### src/rtl/card_grid_renderer_if.sv
// Signal bundle between the VGA timing/game logic (master) and one card
// slot renderer (slave). The master side also supplies the face ROM row.
interface card_grid_renderer_if #(
    parameter int PW     = 4,
    parameter int CARD_W = 83
);
    logic                  frame_tick;
    logic [9:0]            HCount;
    logic [9:0]            VCount;
    logic [PW-1:0]         pos;
    logic                  selected;
    logic                  flip_req;
    logic                  busy;
    logic                  done;
    logic                  face_up;
    logic [6:0]            rom_addr;
    logic [3*CARD_W-1:0]   rom_data;
    logic                  cardon;
    logic [2:0]            rgb;

    modport master (
        output frame_tick, HCount, VCount, pos, selected, flip_req, rom_data,
        input  busy, done, face_up, rom_addr, cardon, rgb
    );

    modport slave (
        input  frame_tick, HCount, VCount, pos, selected, flip_req, rom_data,
        output busy, done, face_up, rom_addr, cardon, rgb
    );
endinterface

### src/rtl/card_grid_renderer.sv
// Card sprite renderer for one grid slot: places the card from its slot
// index, draws back colour or ROM face, clips columns symmetrically during
// a frame-paced flip animation and overlays a selection border.
module card_grid_renderer #(
    parameter int       CARD_W      = 83,
    parameter int       CARD_H      = 83,
    parameter int       COLS        = 4,
    parameter int       ROWS        = 4,
    parameter int       X0          = 130,
    parameter int       Y0          = 70,
    parameter int       PITCH_X     = 100,
    parameter int       PITCH_Y     = 100,
    parameter int       SHRINK_STEP = 6,
    parameter int       BORDER      = 2,
    parameter bit [2:0] BACK_RGB    = 3'b001,
    parameter bit [2:0] HILITE_RGB  = 3'b110,
    parameter int       PW          = 4
) (
    input logic                clk,
    input logic                rst_n,
    card_grid_renderer_if.slave bus
);
    localparam int NSLOT = ROWS * COLS;
    localparam int HALF  = CARD_W / 2;

    typedef enum logic [2:0] {DOWN, CLOSE_D, OPEN_U, UP, CLOSE_U, OPEN_D} state_t;

    state_t     state;
    logic [6:0] shrink;
    logic [6:0] grown;
    logic       busy;
    logic       done;
    logic       face_up;

    logic [9:0] x_l, y_t, x_r, y_b;
    logic       pos_ok;

    logic       s1_in_box;
    logic [9:0] s1_col;
    logic [6:0] s1_row;
    logic       s1_sel;

    logic       visible;
    logic       on_border;
    logic       show_face;
    logic       stable;
    logic [2:0] pix;
    logic [2:0] rom_pix [CARD_W];

    logic       cardon;
    logic [2:0] rgb;

    // Card rectangle from the row-major slot index (10-bit wraparound arithmetic)
    always_comb begin
        x_l    = 10'(X0 + (int'(bus.pos) % COLS) * PITCH_X);
        y_t    = 10'(Y0 + (int'(bus.pos) / COLS) * PITCH_Y);
        x_r    = x_l + 10'(CARD_W - 1);
        y_b    = y_t + 10'(CARD_H - 1);
        pos_ok = int'(bus.pos) < NSLOT;
    end

    // Stage 1: box test plus card-local column/row; the row doubles as ROM address
    always_ff @(posedge clk or negedge rst_n) begin
        if (!rst_n) begin
            s1_in_box <= 1'b0;
            s1_col    <= '0;
            s1_row    <= '0;
            s1_sel    <= 1'b0;
        end else begin
            s1_in_box <= pos_ok && (bus.HCount >= x_l) && (bus.HCount <= x_r)
                                && (bus.VCount >= y_t) && (bus.VCount <= y_b);
            s1_col    <= bus.HCount - x_l;
            s1_row    <= 7'(bus.VCount - y_t);
            s1_sel    <= bus.selected;
        end
    end

    // Split the ROM row into per-column pixels so the column lookup is a plain mux
    for (genvar gi = 0; gi < CARD_W; gi++) begin : g_rom_pix
        assign rom_pix[gi] = bus.rom_data[3*gi +: 3];
    end

    assign grown = shrink + 7'(SHRINK_STEP);

    // Stage-2 colour: symmetric clip, then border > face > back priority
    always_comb begin
        visible   = s1_in_box && (s1_col >= 10'(shrink))
                              && (s1_col <= 10'(CARD_W - 1) - 10'(shrink));
        on_border = (s1_col < 10'(BORDER)) || (s1_col > 10'(CARD_W - 1 - BORDER))
                 || (s1_row < 7'(BORDER))  || (s1_row > 7'(CARD_H - 1 - BORDER));
        show_face = (state == OPEN_U) || (state == UP) || (state == CLOSE_U);
        stable    = (state == DOWN) || (state == UP);
        pix       = 3'b000;
        if (visible) begin
            if (s1_sel && stable && on_border) begin
                pix = HILITE_RGB;
            end else if (show_face) begin
                pix = rom_pix[7'(s1_col)];
            end else begin
                pix = BACK_RGB;
            end
        end
    end

    // Stage 2: registered pixel outputs
    always_ff @(posedge clk or negedge rst_n) begin
        if (!rst_n) begin
            cardon <= 1'b0;
            rgb    <= 3'b000;
        end else begin
            cardon <= visible;
            rgb    <= pix;
        end
    end

    // Flip FSM: close to a single column, swap face, reopen; one step per frame
    always_ff @(posedge clk or negedge rst_n) begin
        if (!rst_n) begin
            state   <= DOWN;
            shrink  <= '0;
            busy    <= 1'b0;
            done    <= 1'b0;
            face_up <= 1'b0;
        end else begin
            done <= 1'b0;
            case (state)
                DOWN: begin
                    if (bus.flip_req) begin
                        state <= CLOSE_D;
                        busy  <= 1'b1;
                    end
                end
                UP: begin
                    if (bus.flip_req) begin
                        state <= CLOSE_U;
                        busy  <= 1'b1;
                    end
                end
                CLOSE_D, CLOSE_U: begin
                    if (bus.frame_tick) begin
                        if (grown >= 7'(HALF)) begin
                            shrink <= 7'(HALF);
                            state  <= (state == CLOSE_D) ? OPEN_U : OPEN_D;
                        end else begin
                            shrink <= grown;
                        end
                    end
                end
                OPEN_U, OPEN_D: begin
                    if (bus.frame_tick) begin
                        if (shrink <= 7'(SHRINK_STEP)) begin
                            shrink  <= '0;
                            state   <= (state == OPEN_U) ? UP : DOWN;
                            busy    <= 1'b0;
                            face_up <= (state == OPEN_U);
                            done    <= 1'b1;
                        end else begin
                            shrink <= shrink - 7'(SHRINK_STEP);
                        end
                    end
                end
                default: state <= DOWN;
            endcase
        end
    end

    assign bus.rom_addr = s1_row;
    assign bus.cardon   = cardon;
    assign bus.rgb      = rgb;
    assign bus.busy     = busy;
    assign bus.done     = done;
    assign bus.face_up  = face_up;
endmodule

### src/flat_wrapper.sv
// flat-port wrapper written by rule: the top's interface ports become plain ports
module card_grid_renderer_flat 
#(
    parameter int       CARD_W      = 83,
    parameter int       CARD_H      = 83,
    parameter int       COLS        = 4,
    parameter int       ROWS        = 4,
    parameter int       X0          = 130,
    parameter int       Y0          = 70,
    parameter int       PITCH_X     = 100,
    parameter int       PITCH_Y     = 100,
    parameter int       SHRINK_STEP = 6,
    parameter int       BORDER      = 2,
    parameter bit [2:0] BACK_RGB    = 3'b001,
    parameter bit [2:0] HILITE_RGB  = 3'b110,
    parameter int       PW          = 4
)
  (clk, rst_n, bus_frame_tick, bus_HCount, bus_VCount, bus_pos, bus_selected, bus_flip_req, bus_rom_data, bus_busy, bus_done, bus_face_up, bus_rom_addr, bus_cardon, bus_rgb);
  card_grid_renderer_if #(.PW(PW), .CARD_W(CARD_W)) bus_i ();
  input logic clk;
  input logic rst_n;
  input wire logic [$bits(bus_i.frame_tick)-1:0] bus_frame_tick;
  input wire logic [$bits(bus_i.HCount)-1:0] bus_HCount;
  input wire logic [$bits(bus_i.VCount)-1:0] bus_VCount;
  input wire logic [$bits(bus_i.pos)-1:0] bus_pos;
  input wire logic [$bits(bus_i.selected)-1:0] bus_selected;
  input wire logic [$bits(bus_i.flip_req)-1:0] bus_flip_req;
  input wire logic [$bits(bus_i.rom_data)-1:0] bus_rom_data;
  output wire logic [$bits(bus_i.busy)-1:0] bus_busy;
  output wire logic [$bits(bus_i.done)-1:0] bus_done;
  output wire logic [$bits(bus_i.face_up)-1:0] bus_face_up;
  output wire logic [$bits(bus_i.rom_addr)-1:0] bus_rom_addr;
  output wire logic [$bits(bus_i.cardon)-1:0] bus_cardon;
  output wire logic [$bits(bus_i.rgb)-1:0] bus_rgb;
  assign bus_i.frame_tick = bus_frame_tick;
  assign bus_i.HCount = bus_HCount;
  assign bus_i.VCount = bus_VCount;
  assign bus_i.pos = bus_pos;
  assign bus_i.selected = bus_selected;
  assign bus_i.flip_req = bus_flip_req;
  assign bus_i.rom_data = bus_rom_data;
  assign bus_busy = bus_i.busy;
  assign bus_done = bus_i.done;
  assign bus_face_up = bus_i.face_up;
  assign bus_rom_addr = bus_i.rom_addr;
  assign bus_cardon = bus_i.cardon;
  assign bus_rgb = bus_i.rgb;
  card_grid_renderer #(.CARD_W(CARD_W), .CARD_H(CARD_H), .COLS(COLS), .ROWS(ROWS), .X0(X0), .Y0(Y0), .PITCH_X(PITCH_X), .PITCH_Y(PITCH_Y), .SHRINK_STEP(SHRINK_STEP), .BORDER(BORDER), .BACK_RGB(BACK_RGB), .HILITE_RGB(HILITE_RGB), .PW(PW)) u_core (.clk(clk), .rst_n(rst_n), .bus(bus_i));
endmodule
### config.mk
export PLATFORM = sky130hd
export DESIGN_NAME = card_grid_renderer_flat
export DESIGN_NICKNAME = d
export VERILOG_FILES = /design/src/rtl/card_grid_renderer_if.sv /design/src/rtl/card_grid_renderer.sv /design/src/flat_wrapper.sv
export SDC_FILE = /design/constraint.sdc
export NUM_CORES = 1
export LEC_CHECK = 0
export ABC_AREA = 1
export CORE_MARGIN = 10
export CORE_UTILIZATION = 46
export DETAILED_ROUTE_END_ITERATION = 6
export GPL_ROUTABILITY_DRIVEN = 0
export PLACE_DENSITY = 0.88
export SLEW_MARGIN = 10
export SYNTH_ARGS = -nofsm -noshare
export SYNTH_HDL_FRONTEND = slang
export SYNTH_SLANG_ARGS = --single-unit
### constraint.sdc
create_clock -name clk -period 5.8 [get_ports clk]
set_input_delay 1.16 -clock clk [delete_from_list [all_inputs] [get_ports clk]]
set_output_delay 1.16 -clock clk [all_outputs]
set_load 0.05 [all_outputs]
==> flow_metrics.env, run 1 <==
export IMPL_setup_viol=0
export IMPL_fmax_ghz=0.3048
export IMPL_multiInputGateArea_um2=4516
export IMPL_syn_avg_cell_area_um2=5.815
export IMPL_dieArea_um2=18610
export IMPL_fin_skew_ns=0.005584
export IMPL_seqCellArea_um2=905.9
export IMPL_cts_resized=0
export IMPL_power_density_nw_per_um2=219.5
export IMPL_area_growth_synth_to_final_pct=47.75
export IMPL_num_rows=42
export IMPL_vias_per_cell=5.251
export IMPL_max_slew_margin_pct=38.75
export IMPL_synthAdderAreaFrac_pct=14.49
export IMPL_cts_max_level=2
export IMPL_final_util_pct=69.55
export IMPL_muxShareOfSynthArea_pct=0
export IMPL_slew_violations=0
export IMPL_synth_top_family_by_area="simple AND/OR/NAND/NOR gates"
export IMPL_synthSimpleGateAreaFrac_pct=36.37
export IMPL_drt_pre_antenna_iters=5
export IMPL_worst_setup_path_start_kind="input pin"
export IMPL_setup_tns_ns=0
export IMPL_clock_latency_ns=0.28
export IMPL_hold_viol_final=0
export IMPL_post_drt_wl_per_cell_um=17.56
export IMPL_r2r_slack_ns=2.66
export IMPL_die_h_um=136.4
export IMPL_synth_xor_xnor_area_share_pct=3.232
export IMPL_fin_crit_sh_pct=56.57
export IMPL_die_w_um=136.4
export IMPL_p_leak_nw=4.372
export IMPL_first_global_vias=7612
export IMPL_worstSetupPathType="in2reg"
export IMPL_yosysTopAreaCell="nand2_1"
export IMPL_grt_max_degree=114
export IMPL_cts_tree="yes"
export IMPL_cp_end_kind="register"
export IMPL_netlist_area_um2=6233
export IMPL_port_buffers=291
export IMPL_overflow=0
export IMPL_status="complete, no violations"
export IMPL_final_nets=1672
export IMPL_ys_flop_type="dfrtp_1"
export IMPL_clk_pin_slew_ns=0.06
export IMPL_ant_nets=0
export IMPL_arrival_ns=3.50
export IMPL_vias=7908
export IMPL_root_buffer="clkbuf_16"
export IMPL_power_total_mw=2.022
export IMPL_wl_mm=26.45
export IMPL_yosysUniqueCellTypes=43
export IMPL_ys_seq_area_share_pct=14.45
export IMPL_drive_gt1_share_pct=2.115
export IMPL_synth_compound_area_share_pct=18.35
export IMPL_grt_first_pass_wirelength_mm=40.95
export IMPL_drc_errors=0
export IMPL_cap_violations=0
export IMPL_post_cts_repair_setup_buffers=0
export IMPL_synth_async_reset_ratio_pct=100.0
export IMPL_post_dp_hpwl_mm=21.46
export IMPL_layout_commonest_cell="clkdlybuf4s50_1"
export IMPL_clock_sinks=36
export IMPL_worstPathMaxFanout=6
export IMPL_ctsLongestPathBuffers=2
export IMPL_ir_drop_uv=169.2
export IMPL_core_area_um2=13240
export IMPL_synthCells=1072
export IMPL_tightest_slew_ns=0.9188
export IMPL_drtIter0Drc=494
export IMPL_synth_edff_count=0
export IMPL_ys_ff_latch=36
export IMPL_cp_required_ns=6.01
export IMPL_period_needed_ns=3.281
export IMPL_synthesis_nets=1421
export IMPL_hold_path_class="reg2reg"
export IMPL_final_cell_mix="clkdlybuf4s50_1 (290), nand2_1 (274), nor2_1 (195)"
export IMPL_fillers=1223
export IMPL_track_usage_pct=27.45
export IMPL_numCtsBuffers=5
export IMPL_ctsHoldBuffers=0
export IMPL_ys_top_cells_by_area="nand2_1 (16%), dfrtp_1 (14%), ha_1 (14%)"
export IMPL_initial_core_util_pct=47.07
export IMPL_synthDominantCellAreaShare_pct=16.50
export IMPL_rsz0062_at_grt="no"
export IMPL_yosysWarnings=0
export IMPL_ios=292
export IMPL_antenna_found_initial=5
## kinds of logic after synthesis
kind of cell	count (synthesis)
AO/OA/AOI/OAI	203
buffers and inverters	173
XOR/XNOR	23
adder cells (fa/ha/maj)	71
flip-flops	36
AND/OR/NAND/NOR	566
## metal layers
| metal | global-route usage (%) | vias up | wire length [µm] |
|---|---|---|---|
| li1 | - | 3965 | - |
| met1 | 32.35 | 3565 | 10500 |
| met2 | 47.14 | 340 | 12800 |
| met3 | 7.306 | 38 | 2552 |
| met4 | 9.112 | 0 | 593 |
| met5 | 0 | - | 0 |
## final timing paths
| check | startpoint | endpoint | cells after the start |
|---|---|---|---|
| worst min register to register | u_core.state[2]$_DFFE_PN0P_ | u_core.state[2]$_DFFE_PN0P_ | 2 |
| max in group asynchronous | rst_n | u_core.s1_col[0]$_DFF_PN0_ | 1 |
| worst max register to register | u_core.s1_col[2]$_DFF_PN0_ | u_core.bus.rgb[0]$_DFF_PN0_ | 10 |
| min in group asynchronous | rst_n | u_core.bus.busy$_DFFE_PN0P_ | 1 |
| worst max-delay path | bus_pos[2] | u_core.s1_in_box$_DFF_PN0_ | 11 |
| worst min-delay path | u_core.state[2]$_DFFE_PN0P_ | u_core.state[2]$_DFFE_PN0P_ | 2 |
## synthesized netlist by cell type, types with 5 or more instances
master	count
o21ai_1	18
inv_1	116
nand3_1	76
clkbuf_1	6
o21ai_0	87
nor3_1	10
xor2_1	17
buf_1	5
nor2_1	195
dfrtp_1	36
o211ai_1	16
inv_2	6
buf_6	11
xnor2_1	6
buf_2	16
a21oi_1	54
ha_1	69
o22ai_1	5
buf_4	10
nand2_1	274
## final cells by class
type | count | share of cell area, %
multi-input combinational | 863 | 49.03
timing repair buffer | 294 | 31.82
sequential | 36 | 9.836
inverter | 123 | 5.067
tap | 176 | 2.391
clock buffer | 8 | 1.698
antenna | 6 | 0.1630
## state kept, by name, summed over array words and instances, names as in the netlist
name / cells
u_core.s1_col: 10
u_core.bus.rom_addr: 7
u_core.bus.busy: 1
u_core.state: 3
u_core.bus.done: 1
u_core.s1_sel: 1
u_core.bus.rgb: 3
u_core.bus.face_up: 1
u_core.shrink: 7
u_core.bus.cardon: 1
u_core.s1_in_box: 1
## critical path, cell delays in order
cell	delay [ns]
clkdlybuf4s50_1	0.56
inv_1	0.17
ha_1	0.39
inv_1	0.08
ha_1	0.36
a21oi_1	0.09
o21ai_0	0.28
nand2_1	0.08
o2111ai_1	0.09
nand3_1	0.10
a21oi_1	0.12
## through the flow
stage / worst slack [ns] / cells / hold WS [ns] / cell area, µm²
floorplan: 3.093 / 1072 / 0.4419 / 6233
global placement: 2.360 / 1492 / 0.4659 / 9039
detailed placement: 2.261 / 1492 / 0.4737 / 9039
CTS: 2.556 / 1500 / 0.4855 / 9195
global route: 2.271 / 1505 / 0.5048 / 9208
finish: 2.519 / 1506 / 0.4818 / 9210
## power by group
part	switching, mW	internal [mW]	leakage [nW]
clock network	0.100	0.183	0.0772
logic	0.755	0.561	3.86
registers	0.109	0.313	0.435
Power figures use the tool's default switching activity.
==> inputs of run 2 (changes only) <==
--- a/config.mk
+++ b/config.mk
@@ -7,10 +7,10 @@
 export LEC_CHECK = 0
 export ABC_AREA = 1
 export CORE_MARGIN = 10
-export CORE_UTILIZATION = 46
+export CORE_UTILIZATION = 39
 export DETAILED_ROUTE_END_ITERATION = 6
 export GPL_ROUTABILITY_DRIVEN = 0
-export PLACE_DENSITY = 0.88
+export PLACE_DENSITY = 0.8
 export SLEW_MARGIN = 10
 export SYNTH_ARGS = -nofsm -noshare
 export SYNTH_HDL_FRONTEND = slang
==> constraint.sdc (replaced) <==
create_clock -name clk -period 2.7 [get_ports clk]
set_input_delay 0.54 -clock clk [delete_from_list [all_inputs] [get_ports clk]]
set_output_delay 0.54 -clock clk [all_outputs]
set_load 0.05 [all_outputs]
==> run 2 against run 1 <==
Net effect: routed wire length up 1.2%; hold slack lost 0.22 ns; utilization is 9.6 points lower; sequential power is 100% higher; first-iteration DRC count down 13%; register-to-register slack worse by 2.4 ns; final cell count up 3.9%; combinational power grew 120%; non-clock buffer count rose by 22; critical path type unchanged; largest power group unchanged.
==> flow_metrics.env, run 2 (synthesis gave the netlist of run 1 again) <==
export IMPL_status="complete, no violations"
export IMPL_dieArea_um2=21440
export IMPL_power_share_sequential_pct=19.6
export IMPL_layout_commonest_cell="clkdlybuf4s50_1"
export IMPL_num_rows=46
export IMPL_switching_share_pct=47.63
export IMPL_clock_sinks=36
export IMPL_antenna_found_initial=3
export IMPL_regMostFlops="u_core.s1_col"
export IMPL_final_cell_mix="clkdlybuf4s50_1 (290), nand2_1 (274), nor2_1 (193)"
export IMPL_cap_violations=0
export IMPL_max_slew_margin_pct=60.55
export IMPL_p_comb_share_pct=66.7
export IMPL_post_place_cells=1553
export IMPL_cp_required_ns=2.87
export IMPL_slew_violations=0
export IMPL_post_dp_hpwl_mm=22.20
export IMPL_core_area_um2=15770
export IMPL_p_sw_mw=2.098
export IMPL_power_share_clock_pct=13.7
export IMPL_arrival_ns=2.63
export IMPL_post_drt_wl_per_cell_um=17.10
export IMPL_clock_latency_ns=0.28
export IMPL_die_h_um=146.4
export IMPL_tightest_slew_ns=0.5918
export IMPL_post_route_cell_area_um2=9458
export IMPL_worstPathMaxFanout=4
export IMPL_fin_skew_ns=0.003311
export IMPL_first_global_vias=7522
export IMPL_period_needed_ns=2.467
export IMPL_ctsLongestPathBuffers=2
export IMPL_numCtsBuffers=5
export IMPL_grt_first_pass_wirelength_mm=41.47
export IMPL_ir_drop_uv=271.0
export IMPL_final_nets=1694
export IMPL_wl_mm=26.77
export IMPL_ios=292
export IMPL_clk_pin_slew_ns=0.06
export IMPL_root_buffer="clkbuf_16"
export IMPL_drt_pre_antenna_iters=5
export IMPL_worstSetupPathType="in2reg"
export IMPL_hold_path_class="in2async"
export IMPL_power_density_nw_per_um2=465.7
export IMPL_die_w_um=146.4
export IMPL_p_leak_nw=4.490
export IMPL_drive_gt1_share_pct=4.086
export IMPL_largest_register_ff_count=10
export IMPL_fillers=1537
export IMPL_worst_setup_path_start_kind="input pin"
export IMPL_fin_crit_sh_pct=91.38
export IMPL_track_usage_pct=23.69
export IMPL_drtIter0Drc=428
export IMPL_intPower_mw=2.307
export IMPL_port_buffers=291
export IMPL_vias=7824
export IMPL_fmax_ghz=0.4053
export IMPL_drc_errors=0
export IMPL_setup_viol=0
export IMPL_dpl_cell_area_um2=9284
export IMPL_grt_max_degree=136
export IMPL_overflow=0
export IMPL_ctsHoldBuffers=0
export IMPL_area_growth_synth_to_final_pct=51.73
export IMPL_vias_per_cell=4.999
export IMPL_initial_core_util_pct=39.53
export IMPL_hold_viol_final=0
export IMPL_final_cells=1565
export IMPL_cp_end_kind="register"
export IMPL_ant_nets=0
export IMPL_cts_max_level=2
export IMPL_cts_tree="yes"
## run 2: power groups by stage
stage	clock (mW)	sequential, mW	combinational, mW
after floorplan	0	0.909	1.84
after global placement	0	0.867	2.82
after detailed placement	0	0.871	2.88
after CTS	0.610	0.863	2.90
after global routing	0.631	0.887	3.30
final	0.603	0.863	2.94
## run 2: per-stage QoR
step / TNS, ns / power, mW / utilization, % / worst slack, ns / hold slack [ns]
2_1_floorplan: 0 / 2.749 / - / 0.4137 / 0.2444
3_3_place_gp: 0 / 3.683 / 58.87 / 0.07462 / 0.4579
3_5_place_dp: -0.02814 / 3.756 / 58.87 / -0.02814 / 0.4643
4_1_cts: 0 / 4.375 / 59.84 / 0.05534 / 0.2809
5_1_grt: -0.001255 / 4.823 / 59.97 / -0.001255 / 0.3120
6_report: 0 / 4.405 / 59.97 / 0.2327 / 0.2594
## run 2: metal layers
| metal | vias up | share of wire [%] | GRT usage [%] |
|---|---|---|---|
| li1 | 4002 | - | - |
| met1 | 3504 | 42 | 28.54 |
| met2 | 280 | 49 | 42.15 |
| met3 | 38 | 7.0 | 4.388 |
| met4 | 0 | 2.1 | 6.106 |
| met5 | - | 0 | 0 |
## run 2: worst paths after layout
path	from	endpoint	depth (start not counted)	slack (ns)
worst max-delay path	bus_pos[3]	u_core.s1_in_box$_DFF_PN0_	13	0.23
worst min-delay path	rst_n	u_core.state[0]$_DFFE_PN0P_	1	0.26
worst max register to register	u_core.shrink[1]$_DFFE_PN0P_	u_core.bus.rgb[2]$_DFF_PN0_	15	0.28
max in group asynchronous	rst_n	u_core.shrink[3]$_DFFE_PN0P_	2	1.87
min in group clk	u_core.state[2]$_DFFE_PN0P_	u_core.state[2]$_DFFE_PN0P_	2	0.47
worst min register to register	u_core.state[2]$_DFFE_PN0P_	u_core.state[2]$_DFFE_PN0P_	2	0.47
## run 2: area by class of cell
cell class / count / area [µm²] / area share (%)
diodes: 3 / 7.507 / 0.07938
clock buffers: 6 / 138.9 / 1.468
clock inverters: 2 / 13.76 / 0.1455
inverters: 123 / 466.7 / 4.935
multi-input cells: 863 / 4521 / 47.80
flip-flops and latches: 36 / 907.1 / 9.591
well taps: 216 / 270.3 / 2.858
repair buffers: 316 / 3133 / 33.13
## run 2: what timing repair did
item                                    in CTS  in global routing
gates resized for setup                      0                  4
endpoints found under the setup margin       0                  4
buffers inserted                             0                  1
## run 2: critical path: stages
cell and delay [ns]:
clkdlybuf4s50_1 0.52, buf_4 0.14, ha_1 0.17, inv_1 0.05, ha_1 0.28, ha_1 0.30, a21oi_1 0.07, nor2_1 0.10
nor2_1 0.06, o21ai_0 0.21, nand2_1 0.08, nand2_1 0.06, a21oi_1 0.05
